<file path="config.mk">
export PLATFORM = sky130hd
export DESIGN_NAME = move_scheduler
export DESIGN_NICKNAME = d
export VERILOG_FILES = /design/src/rtl/move_scheduler.sv
export SDC_FILE = /design/constraint.sdc
export NUM_CORES = 1
export LEC_CHECK = 0
export ABC_AREA = 1
export BUFFER_PORTS_ARGS = -buffer_cell sky130_fd_sc_hd__clkbuf_2
export CELL_PAD_IN_SITES_DETAIL_PLACEMENT = 0
export CELL_PAD_IN_SITES_GLOBAL_PLACEMENT = 1
export CORE_UTILIZATION = 49
export CTS_BUF_LIST = sky130_fd_sc_hd__clkbuf_16
export CTS_CLUSTER_DIAMETER = 80
export DETAILED_ROUTE_END_ITERATION = 16
export PLACE_DENSITY = 0.92
export SLEW_MARGIN = 20
export SYNTH_ARGS = -nofsm -noshare
export SYNTH_HDL_FRONTEND = slang
export SYNTH_SLANG_ARGS = --single-unit
export TNS_END_PERCENT = 10
</file>
<file path="constraint.sdc">
create_clock -name CLK -period 7.9 [get_ports CLK]
set_clock_uncertainty 0.1 [all_clocks]
set_input_delay 1.58 -clock CLK [delete_from_list [all_inputs] [get_ports CLK]]
set_output_delay 1.58 -clock CLK [all_outputs]
set_load 0.005 [all_outputs]
</file>
<file path="src/rtl/move_scheduler.sv">
`default_nettype none
// ============================================================================
// Module   : move_scheduler
// Brief    : Move-segment FIFO feeding a DDA step generator (step/dir output).
// Revision : 1.0  initial release
// ============================================================================
module move_scheduler #(
    parameter int BUFFER_DEPTH = 4,
    parameter int ACC_WIDTH    = 32,
    parameter int TICK_WIDTH   = 32
) (
    input  logic                              CLK,
    input  logic                              resetn,
    input  logic                              move_valid,
    output logic                              move_ready,
    input  logic                              move_dir,
    input  logic [ACC_WIDTH-1:0]              move_increment,
    input  logic [ACC_WIDTH-1:0]              move_incrinc,
    input  logic [TICK_WIDTH-1:0]             move_ticks,
    input  logic                              tick,
    input  logic                              halt,
    output logic                              step,
    output logic                              dir,
    output logic                              move_done,
    output logic                              buffer_dtr,
    output logic                              busy,
    output logic [$clog2(BUFFER_DEPTH):0]     moves_queued
);

    localparam int PTR_W   = $clog2(BUFFER_DEPTH);
    localparam int CNT_W   = PTR_W + 1;
    localparam int ENTRY_W = 1 + 2 * ACC_WIDTH + TICK_WIDTH;

    typedef enum logic [1:0] {
        S_IDLE = 2'd0,
        S_LOAD = 2'd1,
        S_RUN  = 2'd2
    } state_t;

    state_t                 r_state;
    state_t                 w_state_next;

    logic [ENTRY_W-1:0]     r_mem [BUFFER_DEPTH];
    logic [PTR_W-1:0]       r_wr_ptr;
    logic [PTR_W-1:0]       r_rd_ptr;
    logic [CNT_W-1:0]       r_count;

    logic [ACC_WIDTH-1:0]   r_acc;
    logic [ACC_WIDTH-1:0]   r_inc;
    logic [ACC_WIDTH-1:0]   r_incinc;
    logic [TICK_WIDTH-1:0]  r_ticks_rem;
    logic                   r_step;
    logic                   r_dir;
    logic                   r_done;

    logic                   w_full;
    logic                   w_push;
    logic                   w_pop;
    logic [ENTRY_W-1:0]     w_head;
    logic                   w_head_dir;
    logic [ACC_WIDTH-1:0]   w_head_inc;
    logic [ACC_WIDTH-1:0]   w_head_incinc;
    logic [TICK_WIDTH-1:0]  w_head_ticks;
    logic [ACC_WIDTH:0]     w_sum;
    logic [ACC_WIDTH+1:0]   w_inc_ext;
    logic [ACC_WIDTH-1:0]   w_inc_sat;
    logic                   w_tick_run;
    logic                   w_last_tick;
    logic                   w_zero_load;

    assign w_full     = (r_count == CNT_W'(BUFFER_DEPTH));
    assign move_ready = !w_full && !halt;
    assign w_push     = move_valid && move_ready;
    assign w_pop      = (r_state == S_LOAD) && !halt;

    assign w_head        = r_mem[r_rd_ptr];
    assign w_head_dir    = w_head[ENTRY_W-1];
    assign w_head_inc    = w_head[ENTRY_W-2 -: ACC_WIDTH];
    assign w_head_incinc = w_head[ACC_WIDTH+TICK_WIDTH-1 -: ACC_WIDTH];
    assign w_head_ticks  = w_head[TICK_WIDTH-1:0];

    // Increment update is evaluated two bits wider so the signed step can be
    // clamped at both ends instead of wrapping.
    assign w_sum     = {1'b0, r_acc} + {1'b0, r_inc};
    assign w_inc_ext = {2'b00, r_inc} + {{2{r_incinc[ACC_WIDTH-1]}}, r_incinc};
    assign w_inc_sat = w_inc_ext[ACC_WIDTH+1] ? '0 :
                       (w_inc_ext[ACC_WIDTH] ? '1 : w_inc_ext[ACC_WIDTH-1:0]);

    assign w_tick_run  = (r_state == S_RUN) && tick && !halt;
    assign w_last_tick = w_tick_run && (r_ticks_rem == TICK_WIDTH'(1));
    assign w_zero_load = w_pop && (w_head_ticks == '0);

    always_comb begin
        w_state_next = r_state;
        case (r_state)
            S_IDLE: if (r_count != '0) w_state_next = S_LOAD;
            S_LOAD: begin
                if (w_head_ticks == '0)
                    w_state_next = (r_count > CNT_W'(1)) ? S_LOAD : S_IDLE;
                else
                    w_state_next = S_RUN;
            end
            S_RUN:  if (w_last_tick)
                        w_state_next = (r_count != '0) ? S_LOAD : S_IDLE;
            default: w_state_next = S_IDLE;
        endcase
        if (halt) w_state_next = S_IDLE;
    end

    always_ff @(posedge CLK or negedge resetn) begin
        if (!resetn) r_state <= S_IDLE;
        else         r_state <= w_state_next;
    end

    always_ff @(posedge CLK) begin
        if (w_push)
            r_mem[r_wr_ptr] <= {move_dir, move_increment, move_incrinc, move_ticks};
    end

    always_ff @(posedge CLK or negedge resetn) begin
        if (!resetn) begin
            r_wr_ptr <= '0;
            r_rd_ptr <= '0;
            r_count  <= '0;
        end else if (halt) begin
            r_wr_ptr <= '0;
            r_rd_ptr <= '0;
            r_count  <= '0;
        end else begin
            if (w_push) r_wr_ptr <= r_wr_ptr + PTR_W'(1);
            if (w_pop)  r_rd_ptr <= r_rd_ptr + PTR_W'(1);
            if (w_push && !w_pop)      r_count <= r_count + CNT_W'(1);
            else if (!w_push && w_pop) r_count <= r_count - CNT_W'(1);
        end
    end

    always_ff @(posedge CLK or negedge resetn) begin
        if (!resetn) begin
            r_acc       <= '0;
            r_inc       <= '0;
            r_incinc    <= '0;
            r_ticks_rem <= '0;
            r_step      <= 1'b0;
            r_dir       <= 1'b0;
            r_done      <= 1'b0;
        end else if (halt) begin
            r_acc       <= '0;
            r_ticks_rem <= '0;
            r_step      <= 1'b0;
            r_done      <= 1'b0;
        end else begin
            r_step <= 1'b0;
            r_done <= w_last_tick || w_zero_load;
            if (w_pop) begin
                r_dir       <= w_head_dir;
                r_inc       <= w_head_inc;
                r_incinc    <= w_head_incinc;
                r_ticks_rem <= w_head_ticks;
            end
            if (w_tick_run) begin
                r_step      <= w_sum[ACC_WIDTH];
                r_acc       <= w_sum[ACC_WIDTH-1:0];
                r_inc       <= w_inc_sat;
                r_ticks_rem <= r_ticks_rem - TICK_WIDTH'(1);
            end
            // Residue survives back-to-back segments but not a return to idle.
            if ((w_state_next == S_IDLE) && (r_state != S_IDLE))
                r_acc <= '0;
        end
    end

    assign step         = r_step;
    assign dir          = r_dir;
    assign move_done    = r_done;
    assign buffer_dtr   = !w_full;
    assign busy         = (r_state != S_IDLE);
    assign moves_queued = r_count;

endmodule
`default_nettype wire

</file>
; Yosys cells after proc, flatten, opt, wreduce, memory -nomap -nowiden
; Memories as Yosys holds them, arrays and structs flattened.
; Cells that the tools add are included.
[op_classes]
add_sub_neg = 7
order_cmp = 1
eq_ne = 4
mux = 29
n_bitwise = 1
n_reduce_logical = 28
[op_table]
columns = op, n
row1 = two-way mux 32 bit, 10
row2 = adder 33 x 32 -> 34 bit, 1
row3 = adder 32 x 32 -> 33 bit, 1
row4 = == test 32 x 1 -> 1 bit (second input constant), 1
row5 = logical NOT 32 bit, 1
row6 = subtractor 32 x 1 -> 32 bit (second input constant), 1
row7 = two-way mux 2 bit, 8
row8 = nonzero test 3 bit, 4
row9 = logical AND 1 bit, 10
row10 = two-way mux 3 bit, 3
row11 = nonzero test 2 bit, 4
row12 = two-way mux 1 bit, 7
row13 = one-hot mux 2 bit (3 select lines), 1
row14 = adder 2 x 1 -> 2 bit (second input constant), 2
row15 = logical NOT 1 bit, 4
row16 = logical NOT 2 bit, 2
row17 = AND reduction 2 bit, 2
row18 = adder 3 x 1 -> 3 bit (second input constant), 1
row19 = == test 3 bit (second input constant), 1
row20 = > comparator 3 x 1 -> 1 bit (second input constant), 1
row21 = subtractor 3 x 1 -> 3 bit (second input constant), 1
row22 = == test 2 x 1 -> 1 bit (second input constant), 1
row23 = == test 2 bit (second input constant), 1
row24 = logical OR 1 bit, 1
row25 = NOT 1 bit, 1
[word_totals]
regBits = 140
ramBits = 388
inputBits = 102
output_inout_bits = 9
elab_cells = 82
mem_count = 1
[mem_list]
columns = memory, words, word_bits, rd, rd_ports_with_merged_regs, write_ports, line
row1 = r_mem, 4, 97, 1, 0, 1, 43  ; logic [ENTRY_W-1:0] r_mem [BUFFER_DEPTH];

; Longest topological paths before layout
; Gate-level depths: netlist of the first run.
[logic_depth]
word_depth = 11
ltp_mapped = 19
mapped_depth_nobuf = 16

; Worst setup path before layout of the first run
; OpenSTA, ideal clock, no wires.
[synth_timing]
kind = input port to flip-flop
start = in halt
end = mem r_mem[0][0] (netlist bit), enable pin
setup_ps = 554
t_arrival_ps = 6002
required_time_ps = 7246
slack_ps = 1244
path_stages = 3
path_buffers = 0
path_cell_list = a21oi_1 nand2_1 nor2_1
[synth_between]
elab_chain_cells = 5
[synth_rtl]
columns = element, line
row1 = from (decl), 21  ; input logic halt,
row2 = logical NOT 1 bit, 72  ; assign move_ready = !w_full && !halt;
row3 = logical AND 1 bit, 72
row4 = logical AND 1 bit, 73  ; assign w_push = move_valid && move_ready;
row5 = two-way mux 1 bit, 116  ; if (w_push)
row6 = two-way mux 1 bit (implied by the code), 117  ; r_mem[r_wr_ptr] <= {move_dir, move_increment, move_incrinc, move_ticks};
row7 = to (decl), 43
; No other way between the ends.

; Worst setup path in the final report of the first run
[layout_timing]
start = reg r_rd_ptr[0]
end = reg r_acc[14]
[layout_between]
elab_chain_cells = 9
word_cells_on_any_way = 10
classes_between = mux: 5 / reduce/logical: 4 / memory: 1
[layout_rtl]
columns = element, line
row1 = from (decl), 45  ; logic [PTR_W-1:0] r_rd_ptr;
row2 = from (signal assigned), 131  ; if (w_pop) r_rd_ptr <= r_rd_ptr + PTR_W'(1);
row3 = memory read (4 x 97 bit) *, n/a
row4 = logical NOT 32 bit *, 98  ; if (w_head_ticks == '0)
row5 = two-way mux 2 bit *, 98
row6 = one-hot mux 2 bit (3 select lines) *, 95  ; case (r_state)
row7 = two-way mux 2 bit *, 107  ; if (halt) w_state_next = S_IDLE;
row8 = net w_state_next[1], 41  ; state_t w_state_next;
row9 = logical NOT 2 bit *, 167  ; if ((w_state_next == S_IDLE) && (r_state != S_IDLE))
row10 = logical AND 1 bit *, 167
row11 = two-way mux 32 bit, 167
row12 = two-way mux 32 bit, 146  ; end else if (halt) begin
row13 = to (signal assigned), 162  ; r_acc <= w_sum[ACC_WIDTH-1:0];
row14 = to (decl), 48  ; logic [ACC_WIDTH-1:0] r_acc;
; Mark *: on every way through the listed nets, which the timed path passes. The rest lies on a longest branch.
; A chain may end at the register's enable or synchronous reset.

==> impl_metrics.py, run 1 <==
metrics = {
    "cells_and_area": {
        "final_common_cell": "nand2_1",
        "final_nets": 2873,
        "syn_to_final_growth_pct": 10.8,
        "instances_no_fill": 3416,
        "drive_above_1_share_pct": 8.11,
        "layout_common_cells": "nand2_1, edfxtp_1, nor2_1",
        "fillers": 4392,
        "diodes": 0,
    },
    "synth": {
        "netlist.area_leader.share_pct": 45.9,
        "synth_nets": 2799,
        "synth.area.top_cells": "edfxtp_1, dfrtp_1, nand2_1, nor2_1, o21ai_0",
        "ys_seq_elements": 528,
        "yosys.area.top_type": "edfxtp_1",
        "ys_types": 42,
        "synth-seq-area-share_pct": 59.7,
        "ys_warn_count": 0,
        "syn_area_um2": 25400,
        "synthCells": 2620,
        "syn_area_per_cell_um2": 9.68,
    },
    "floorplan": {
        "row_count": 83,
        "dieHeight_um": 230,
        "core-area_um2": 51200,
        "die_area_um2": 52700,
        "io_pins": 111,
        "start_util_pct": 49.6,
        "die_w_um": 230,
    },
    "cts": {
        "h-tree-depth": 2,
        "post_cts_buffers": 0,
        "cts_made_buffers": 52,
        "cts.sinks": 528,
        "cts_buffer_depth": 3,
        "cts_resized": 0,
        "root_buffer": "clkbuf_16",
        "clkLatencyLatePin_ps": 600,
        "cts_tree": "built",
        "cts.clk_slew.worst_paths_ps": 70,
        "cts_hold_buf": 0,
    },
    "routing": {
        "ant_nets": 0,
        "wirelength_um": 66100,
        "drtIter0Drc": 2308,
        "via_count": 19400,
        "first_pass_iters": 6,
        "wl_per_cell_um": 19.3,
        "route.detailed.drc": 0,
        "vias_per_cell": 5.68,
    },
    "critical_path": {
        "crit_type": "reg2reg",
        "cp_max_fo": 113,
        "end_kind": "flip-flop",
        "worst_setup_path_start_kind": "flip-flop",
        "cp.arrival_ps": 4960,
        "rr_worst_depth": 16,
        "rrSetupSlack_ps": 3360,
        "crit_start": "r_rd_ptr[0]",
        "critPathRequiredTime_ps": 8320,
        "r2r_start": "r_rd_ptr[0]",
        "timing.rr.end": "r_acc[14]",
    },
    "timing": {
        "rsz0062_at_grt": "no",
        "tightest_slew_ps": 1130,
        "finalCritPeriodShare_pct": 57.5,
        "final_max_slew_viol_count": 0,
        "holdWs_ps": 397,
        "hold_viol": 0,
        "fin_setup_tns_ps": 0,
        "relSlewSlack_pct": 24.1,
        "setup_violations": 0,
        "period_minus_slack_ps": 4540,
        "fmax_mhz": 220,
    },
    "global_routing": {
        "antenna_found_initial": 2,
        "grt_pass1_vias": 18700,
        "grt_pass1_wl_um": 104000,
        "gr-total-overflow": 0,
        "globalRouteTotalUtil_pct": 24.9,
        "grt_start_max_net_pins": 114,
    },
    "power": {
        "vdd_drop_max_mv": 0.225,
        "p_leak_nw": 11.6,
        "power.density_nw_per_um2": 391,
    },
    "place": {
        "placed_cells": 3320,
        "hpwl_um": 43800,
        "portBuffers": 110,
        "place_congestion": 0.962,
    },
    "min_path": {
        "holdPathEnd": "r_incinc[5]",
        "hold_depth": 2,
        "min-delay-start": "r_incinc[5]",
        "hold_path.class": "reg2reg",
    },
    "job": {
        "max_cap_violations": 0,
    },
    "status": {
        "outcome": "complete, no violations",
    },
}
## synthesized netlist by cell type (all sizes together)
cell      n
clkbuf   68
nor4      6
edfxtp  388
fa        2
xnor2    31
a221o     9
nand3   181
dfrtp   140
o21bai    9
nor3     15
a211oi    1
and3      1
buf      41
o211ai    8
inv     164
nand4    30
ha       75
a22o      1
a21boi    6
nand2   657
xor2     24
a21o      7
or2       1
o221ai   22
nor2    293
o21ai   227
mux2      1
clkinv    3
a21oi   136
a31oi     3
nand3b    8
o22ai    58
o21a      4
## report_power, final
part	internal, W	switching (W)	total [W]
combinational	0.00154	0.00334	0.00488
sequential	0.00339	0.000377	0.00377
clock	0.00128	0.00106	0.00234
## final cells by class
cell class | instances | area, um2 | share of cell area [%]
Sequential cell | 528 | 15200 | 53.9
Multi-Input combinational cell | 1816 | 9140 | 32.5
Inverter | 167 | 633 | 2.25
Tap cell | 680 | 851 | 3.03
Timing Repair Buffer | 129 | 724 | 2.58
Clock buffer | 53 | 1330 | 4.72
Clock inverter | 43 | 269 | 0.957
## layer usage
metal | up-vias | global-route usage [%] | share of wire, %
met3 | 112 | 4.26 | 7.6
li1 | 9207 | - | -
met4 | 4 | 6.52 | 2.1
met2 | 722 | 38.5 | 45
met1 | 9351 | 36.4 | 45
met5 | - | 0 | 0.035
## critical path, cell delays in order (launching register included)
cell and delay (ps):
dfrtp_4 740, inv_6 670, buf_4 780, nand2_1 100, nand3_1 100, nand2_1 140, nand2_1 90, nor2_1 40
nand2_1 50, nor2_1 60, nand2_1 80, nand2_1 60, nand2_2 90, nor2_4 40, nand2_4 370, nand2_2 440
o21ai_0 290
## logic make-up (layout without fill, tap and decap cells)
family | count (synthesis) | after routing | share of synthesized area, %
simple gates | 1192 | 1192 | 19.2
flops | 528 | 528 | 59.7
compound gates | 491 | 491 | 10.9
buf+inv | 276 | 392 | 4.41
fa+ha+maj | 77 | 77 | 3.86
xor+xnor | 55 | 55 | 1.90
mux | 1 | 1 | 0.0444
## state kept, by name, indices dropped and copies added (netlist names), 2 cells and up
| name | flops |
|---|---|
| r_rd_ptr | 2 |
| r_incinc | 32 |
| r_state | 2 |
| moves_queued | 3 |
| r_ticks_rem | 32 |
| r_mem | 388 |
| r_acc | 32 |
| r_inc | 32 |
| r_wr_ptr | 2 |
## worst max-delay path by stage
stage | to | slack (ps)
CTS | r_acc[14] | 3460
finish | r_acc[14] | 3360
global route | r_acc[14] | 2990
detailed placement | r_acc[14] | 3490
floorplan | r_mem[0][0] | 1240
global placement | r_acc[14] | 3550
## through the flow
stage | power [W] | util (%) | cell area [um2] | worst slack [ps]
final | 0.0110 | 54.9 | 28100 | 3360
after global placement | 0.00850 | 51.8 | 26500 | 3550
after global routing | 0.0117 | 54.9 | 28100 | 2990
after CTS | 0.0110 | 54.9 | 28100 | 3460
after floorplan | 0.00725 | - | 25400 | 1240
after detailed placement | 0.00858 | 51.8 | 26500 | 3490
Power figures use the tool's default switching activity.
==> inputs of run 2 (changes only) <==
Settings changed: ABC_AREA 1 to 0, CORE_UTILIZATION 49 to 47, PLACE_DENSITY 0.92 to 0.89.
Clock period 7.9 ns to 4 ns, I/O delays scaled along.
==> run 2 against run 1 <==
Effect of this change:
- register-to-register slack worse by 3100 ps
- synthesized cell count is 33% lower
- combinational power grew 65%
- final area is 1.9% lower
- final cell count is 24% lower
- maximum frequency grew 22%
- critical path type unchanged
==> impl_metrics.py, run 2 <==
metrics = {
    "cells_and_area": {
        "drive_above_1_share_pct": 19.6,
        "largest_register_ffs": 388,
        "final_nets": 2049,
        "final_common_cell": "edfxtp_1",
        "top_register": "r_mem",
        "syn_to_final_growth_pct": 14.2,
        "layout_common_cells": "edfxtp_1, nand2_1, dfrtp_1",
    },
    "critical_path": {
        "timing.rr.end": "r_acc[11]",
        "r2r_start": "r_rd_ptr[0]",
        "crit_start": "r_rd_ptr[0]",
        "critPathRequiredTime_ps": 4430,
        "slowest_stage": "dfrtp_4",
        "cp_max_fo": 32,
        "path_cells": "buf_4 -> mux4_2 -> nor4_1 -> nand2_1 -> nor4_2 -> nand2_1 -> a2bb2oi_2 -> nor3b_4 -> nor2_2 -> buf_4 -> a32o_1",
        "worst_setup_path_start_kind": "flip-flop",
        "crit_path_max_incr_delay_ps": 650,
        "rr_worst_depth": 11,
        "cp.arrival_ps": 4160,
        "rrSetupSlack_ps": 270,
        "crit_type": "reg2reg",
        "end_kind": "flip-flop",
    },
    "job": {
        "max_cap_violations": 0,
    },
    "global_routing": {
        "globalRouteTotalUtil_pct": 21.6,
        "grt_pass1_wl_um": 87400,
        "grt_start_max_net_pins": 82,
        "antenna_found_initial": 4,
        "gr-total-overflow": 0,
        "grt_pass1_vias": 15600,
    },
    "timing": {
        "fmax_mhz": 268,
        "hold_viol": 0,
        "tightest_slew_ps": 889,
        "final_max_slew_viol_count": 0,
        "rsz0062_at_grt": "no",
        "fin_setup_tns_ps": 0,
        "period_minus_slack_ps": 3730,
        "setup_violations": 0,
        "finalCritPeriodShare_pct": 93.2,
        "finalWorstSetupSlack_ps": 272,
        "relSlewSlack_pct": 40.4,
    },
    "routing": {
        "wirelength_um": 55800,
        "via_count": 15300,
        "wl_per_cell_um": 21.6,
        "drtIter0Drc": 1273,
        "first_pass_iters": 6,
        "ant_nets": 0,
        "route.detailed.drc": 0,
        "vias_per_cell": 5.93,
    },
    "power": {
        "p_leak_nw": 10.5,
        "vdd_drop_max_mv": 0.462,
        "power.density_nw_per_um2": 746,
    },
    "cts": {
        "cts.clk_slew.worst_paths_ps": 70,
        "clkLatencyLatePin_ps": 600,
        "cts_tree": "built",
        "root_buffer": "clkbuf_16",
        "cts.sinks": 528,
        "cts_made_buffers": 51,
        "cts_buffer_depth": 3,
        "h-tree-depth": 2,
    },
    "status": {
        "outcome": "complete, no violations",
    },
    "synth": {
        "yosys.area.top_type": "edfxtp_1",
        "ys_seq_elements": 528,
        "synthArstFlopShare_pct": 26.5,
        "post-synth-top-count-cell": "edfxtp_1",
        "synth_common_cells": "edfxtp_1, nand2_1, dfrtp_1, nor2_1, a21oi_1",
        "ys_warn_count": 0,
        "ys_types": 76,
        "synthCells": 1743,
        "syn_area_per_cell_um2": 13.8,
        "synth.area.top_cells": "edfxtp_1, dfrtp_1, mux4_2, ha_1, nand2_1",
        "netlist.area_leader.share_pct": 48.3,
        "synth-edff-count": 388,
        "ys.flop_type": "edfxtp_1",
        "synth-seq-area-share_pct": 62.8,
        "synth_nets": 1922,
        "syn_area_um2": 24100,
    },
    "floorplan": {
        "dieHeight_um": 229,
        "row_count": 82,
        "io_pins": 111,
        "start_util_pct": 47.9,
        "die_w_um": 229,
        "core-area_um2": 50400,
        "die_area_um2": 52300,
    },
    "min_path": {
        "hold_path.class": "in2async",
    },
    "place": {
        "post-place-ws_ps": 217,
        "place_congestion": 0.878,
        "hpwl_um": 38200,
        "portBuffers": 110,
    },
}
-- run 2: kinds of logic (layout without fill, tap and decap cells) --
logic type                 Yosys count  in the layout  synth area share (%)
buffers and inverters              122            292                  2.06
AOI/OAI and AO/OA                  392            392                  10.8
xor gates and xnor gates            59             59                  2.14
muxes                              101            101                  9.22
other                                0              2                     0
adders and majority gates           77             77                  4.05
DFF                                528            528                  62.8
and+or+nand+nor                    464            464                  8.95
-- run 2: repair_timing --
| action | CTS | global route |
|---|---|---|
| resized for setup | 0 | 1 |
| endpoints found under the hold margin | 0 | 0 |
| hold buffers | 0 | 0 |
| endpoints found under the setup margin | 0 | 32 |
| setup buffers | 0 | 0 |
-- run 2: final cells by class --
| cell class | count | area (um2) |
|---|---|---|
| Antenna cell | 2 | 5.00 |
| Clock buffer | 52 | 1300 |
| Clock inverter | 44 | 500 |
| Fill cell | 3925 | 22800 |
| Inverter | 38 | 143 |
| Multi-Input combinational cell | 1093 | 8540 |
| Sequential cell | 528 | 15200 |
| Tap cell | 672 | 841 |
| Timing Repair Buffer | 158 | 1070 |
-- run 2: worst max path at each step --
stage / to / depth (start not counted)
2_1_floorplan: r_mem[0][0] / 6
3_3_place_gp: r_acc[11] / 11
3_5_place_dp: r_acc[29] / 11
4_1_cts: r_acc[11] / 11
5_1_grt: r_acc[11] / 11
6_report: r_acc[11] / 11
-- run 2: report_power, final --
part / leakage [nW] / switching [W] / internal, W
Clock: 0.918 / 0.00206 / 0.00308
Combinational: 4.24 / 0.00463 / 0.00344
Sequential: 5.33 / 0.000708 / 0.00665
Total: 10.5 / 0.00741 / 0.0132
-- run 2: routing by layer --
metal | global-route usage, % | vias up | share of wire (%) | wire length (um)
li1 | - | 7006 | - | -
met4 | 9.02 | 4 | 3.3 | 1860
met2 | 35.6 | 524 | 49 | 27200
met5 | 0 | - | 0.057 | 32
met3 | 3.04 | 132 | 5.7 | 3200
met1 | 28.9 | 7674 | 42 | 23600
-- run 2: worst max-delay path: cells and delay by family (launching register included) --
kind                   cells  cell delay [ps]
flip-flops                 1              650
AND/OR/NAND/NOR            6             1320
AO/OA/AOI/OAI              2              410
multiplexers               1              540
buffers and inverters      2              620
-- run 2: per-stage QoR --
stage                     instance area, um2  hold slack, ps  instances  power (W)  util (%)
after global placement                 25700             367       2489     0.0153      51.1
after detailed placement               25700             374       2489     0.0154      51.1
final                                  27600             188       2587     0.0206      54.7
after CTS                              27600             191       2585     0.0206      54.7
after floorplan                        24100             350       1743     0.0132         -
after global routing                   27600             229       2587     0.0218      54.7
==> inputs of run 3 (changes only) <==
Settings changed: CORE_UTILIZATION 47 to 52, PLACE_DENSITY 0.89 to 0.92, SLEW_MARGIN 20 to 10.
Clock period 4 ns to 3.84 ns, I/O delays scaled along.
==> run 3 against run 2 <==
Effect of this change:
- hold slack worse by 150 ps
- global-route usage rose by 2.2 points
- first-iteration DRC count about the same
- critical endpoint is now r_inc[7]
- count of clock-buffer cells in the layout did not move
- sequential share of layout area increased by 0.69 points
- maximum frequency increased by 2.6%
- sequential power grew 4.1%
- critical path depth increased by 1
- die area shrank 9.5%
==> impl_metrics.py, run 3 (synthesized netlist as in run 2, its figures left out) <==
metrics = {
    "job": {
        "max_cap_violations": 0,
    },
    "cts": {
        "cts_buffer_depth": 3,
        "cts_hold_buf": 0,
        "cts.clk_slew.worst_paths_ps": 60,
        "h-tree-depth": 2,
        "clkLatencyLatePin_ps": 590,
        "cts_made_buffers": 52,
        "root_buffer": "clkbuf_16",
        "cts_tree": "built",
        "cts.sinks": 528,
    },
    "critical_path": {
        "path_cells": "ha_1 -> fa_1 -> a211oi_1 -> o21ai_0 -> a31oi_1 -> a21o_1 -> a211oi_1 -> o21ai_1 -> xnor2_2 -> buf_4 -> o221ai_1 -> a21oi_1",
        "crit_family": "compound AO/OA/AOI/OAI gates",
        "crit_path_max_incr_delay_ps": 430,
        "rrSetupSlack_ps": 210,
        "critPathBufInv": 1,
        "end_kind": "flip-flop",
        "slowest_stage": "fa_1",
        "crit_type": "reg2reg",
        "cp.arrival_ps": 4050,
        "worst_setup_path_start_kind": "flip-flop",
        "rr_worst_depth": 12,
        "crit_top_cell": "a211oi_1",
        "critPathRequiredTime_ps": 4250,
        "cp_max_fo": 14,
        "timing.rr.end": "r_inc[7]",
        "r2r_start": "r_inc[0]",
    },
    "global_routing": {
        "antenna_found_initial": 4,
        "grt_start_max_net_pins": 93,
        "grt_pass1_wl_um": 87500,
        "globalRouteTotalUtil_pct": 23.9,
        "gr-total-overflow": 0,
        "grt_pass1_vias": 15600,
    },
    "routing": {
        "via_count": 15700,
        "route.detailed.drc": 0,
        "wl_per_cell_um": 22.1,
        "vias_per_cell": 6.24,
        "drtIter0Drc": 1272,
        "ant_nets": 0,
        "wirelength_um": 55600,
        "first_pass_iters": 5,
    },
    "timing": {
        "setup_violations": 0,
        "relSlewSlack_pct": 33.4,
        "fin_setup_tns_ps": 0,
        "fmax_mhz": 275,
        "final_max_slew_viol_count": 0,
        "period_minus_slack_ps": 3630,
        "rsz0062_at_grt": "no",
        "tightest_slew_ps": 1000,
        "finalCritPeriodShare_pct": 94.6,
        "hold_viol": 0,
    },
    "place": {
        "place_congestion": 0.922,
        "hpwl_um": 36800,
        "portBuffers": 110,
        "placed_cells": 2411,
    },
    "cells_and_area": {
        "final_common_cell": "edfxtp_1",
        "top_register": "r_mem",
        "final_nets": 2052,
        "fillers": 3356,
        "largest_register_ffs": 388,
        "layout_common_cells": "edfxtp_1, nand2_1, dfrtp_1",
        "instances_no_fill": 2514,
        "syn_to_final_growth_pct": 12.8,
        "drive_above_1_share_pct": 19.5,
    },
    "min_path": {
        "hold_path.class": "in2async",
    },
    "floorplan": {
        "io_pins": 111,
        "core-area_um2": 45600,
        "die_w_um": 217,
        "start_util_pct": 53.0,
        "die_area_um2": 47300,
        "dieHeight_um": 217,
        "row_count": 78,
    },
    "power": {
        "power.density_nw_per_um2": 766,
        "p_leak_nw": 10.4,
        "vdd_drop_max_mv": 0.563,
    },
    "status": {
        "outcome": "complete, no violations",
    },
}
run 3: per-stage QoR:
step / cell area [um2] / hold WS [ps] / total power (W) / utilization (%) / setup slack, ps
final: 27200 / 35.4 / 0.0209 / 59.7 / 207
after global routing: 27200 / 63.8 / 0.0220 / 59.7 / 10.9
after CTS: 27200 / 40.8 / 0.0207 / 59.6 / 247
after detailed placement: 25600 / 370 / 0.0160 / 56.2 / 248
after global placement: 25600 / 367 / 0.0158 / 56.2 / 324
after floorplan: 24100 / 350 / 0.0138 / - / -159
run 3: what timing repair did:
action                                  4_1_cts  5_1_grt
setup buffers                                 0        8
endpoints found under the setup margin        0       42
resized for setup                             0        1
run 3: per-layer routing:
| metal | track usage, % | vias up | share of wire [%] |
|---|---|---|---|
| met5 | 0 | - | 0.074 |
| met4 | 5.94 | 6 | 1.8 |
| met3 | 4.07 | 86 | 6.8 |
| met2 | 38.8 | 650 | 49 |
| met1 | 33.5 | 7950 | 43 |
| li1 | - | 6988 | - |
run 3: area by class of cell:
type | instances | area [um2] | share of cell area (%)
Sequential cell | 528 | 15200 | 55.7
Multi-Input combinational cell | 1093 | 8540 | 31.4
Clock buffer | 52 | 1300 | 4.78
Timing Repair Buffer | 160 | 1070 | 3.93
Tap cell | 600 | 751 | 2.76
Clock inverter | 42 | 254 | 0.933
Inverter | 38 | 143 | 0.524
Antenna cell | 1 | 2.50 | 0.00919
run 3: worst max path at each step:
stage	from	end	slack (ps)	depth (start not counted)
3_3_place_gp	r_inc[0]	r_inc[31]	320	12
2_1_floorplan	moves_queued[0]	r_mem[1][0]	-160	6
6_report	r_inc[0]	r_inc[7]	210	12
3_5_place_dp	r_inc[0]	r_inc[31]	250	12
5_1_grt	r_inc[0]	r_inc[28]	10	12
4_1_cts	r_rd_ptr[0]	r_acc[0]	250	12
run 3: worst reg2reg max path, cell delays in order, from the launching register on:
cell and delay (ps):
dfrtp_1 410, ha_1 260, fa_1 430, a211oi_1 370, o21ai_0 200, a31oi_1 280, a21o_1 280, a211oi_1 170
o21ai_1 310, xnor2_2 160, buf_4 240, o221ai_1 170, a21oi_1 190
run 3: power breakdown:
part	internal [W]	switching [W]	total, W
combinational	0.00363	0.00493	0.00856
sequential	0.00693	0.000725	0.00766
clock	0.00254	0.00211	0.00465
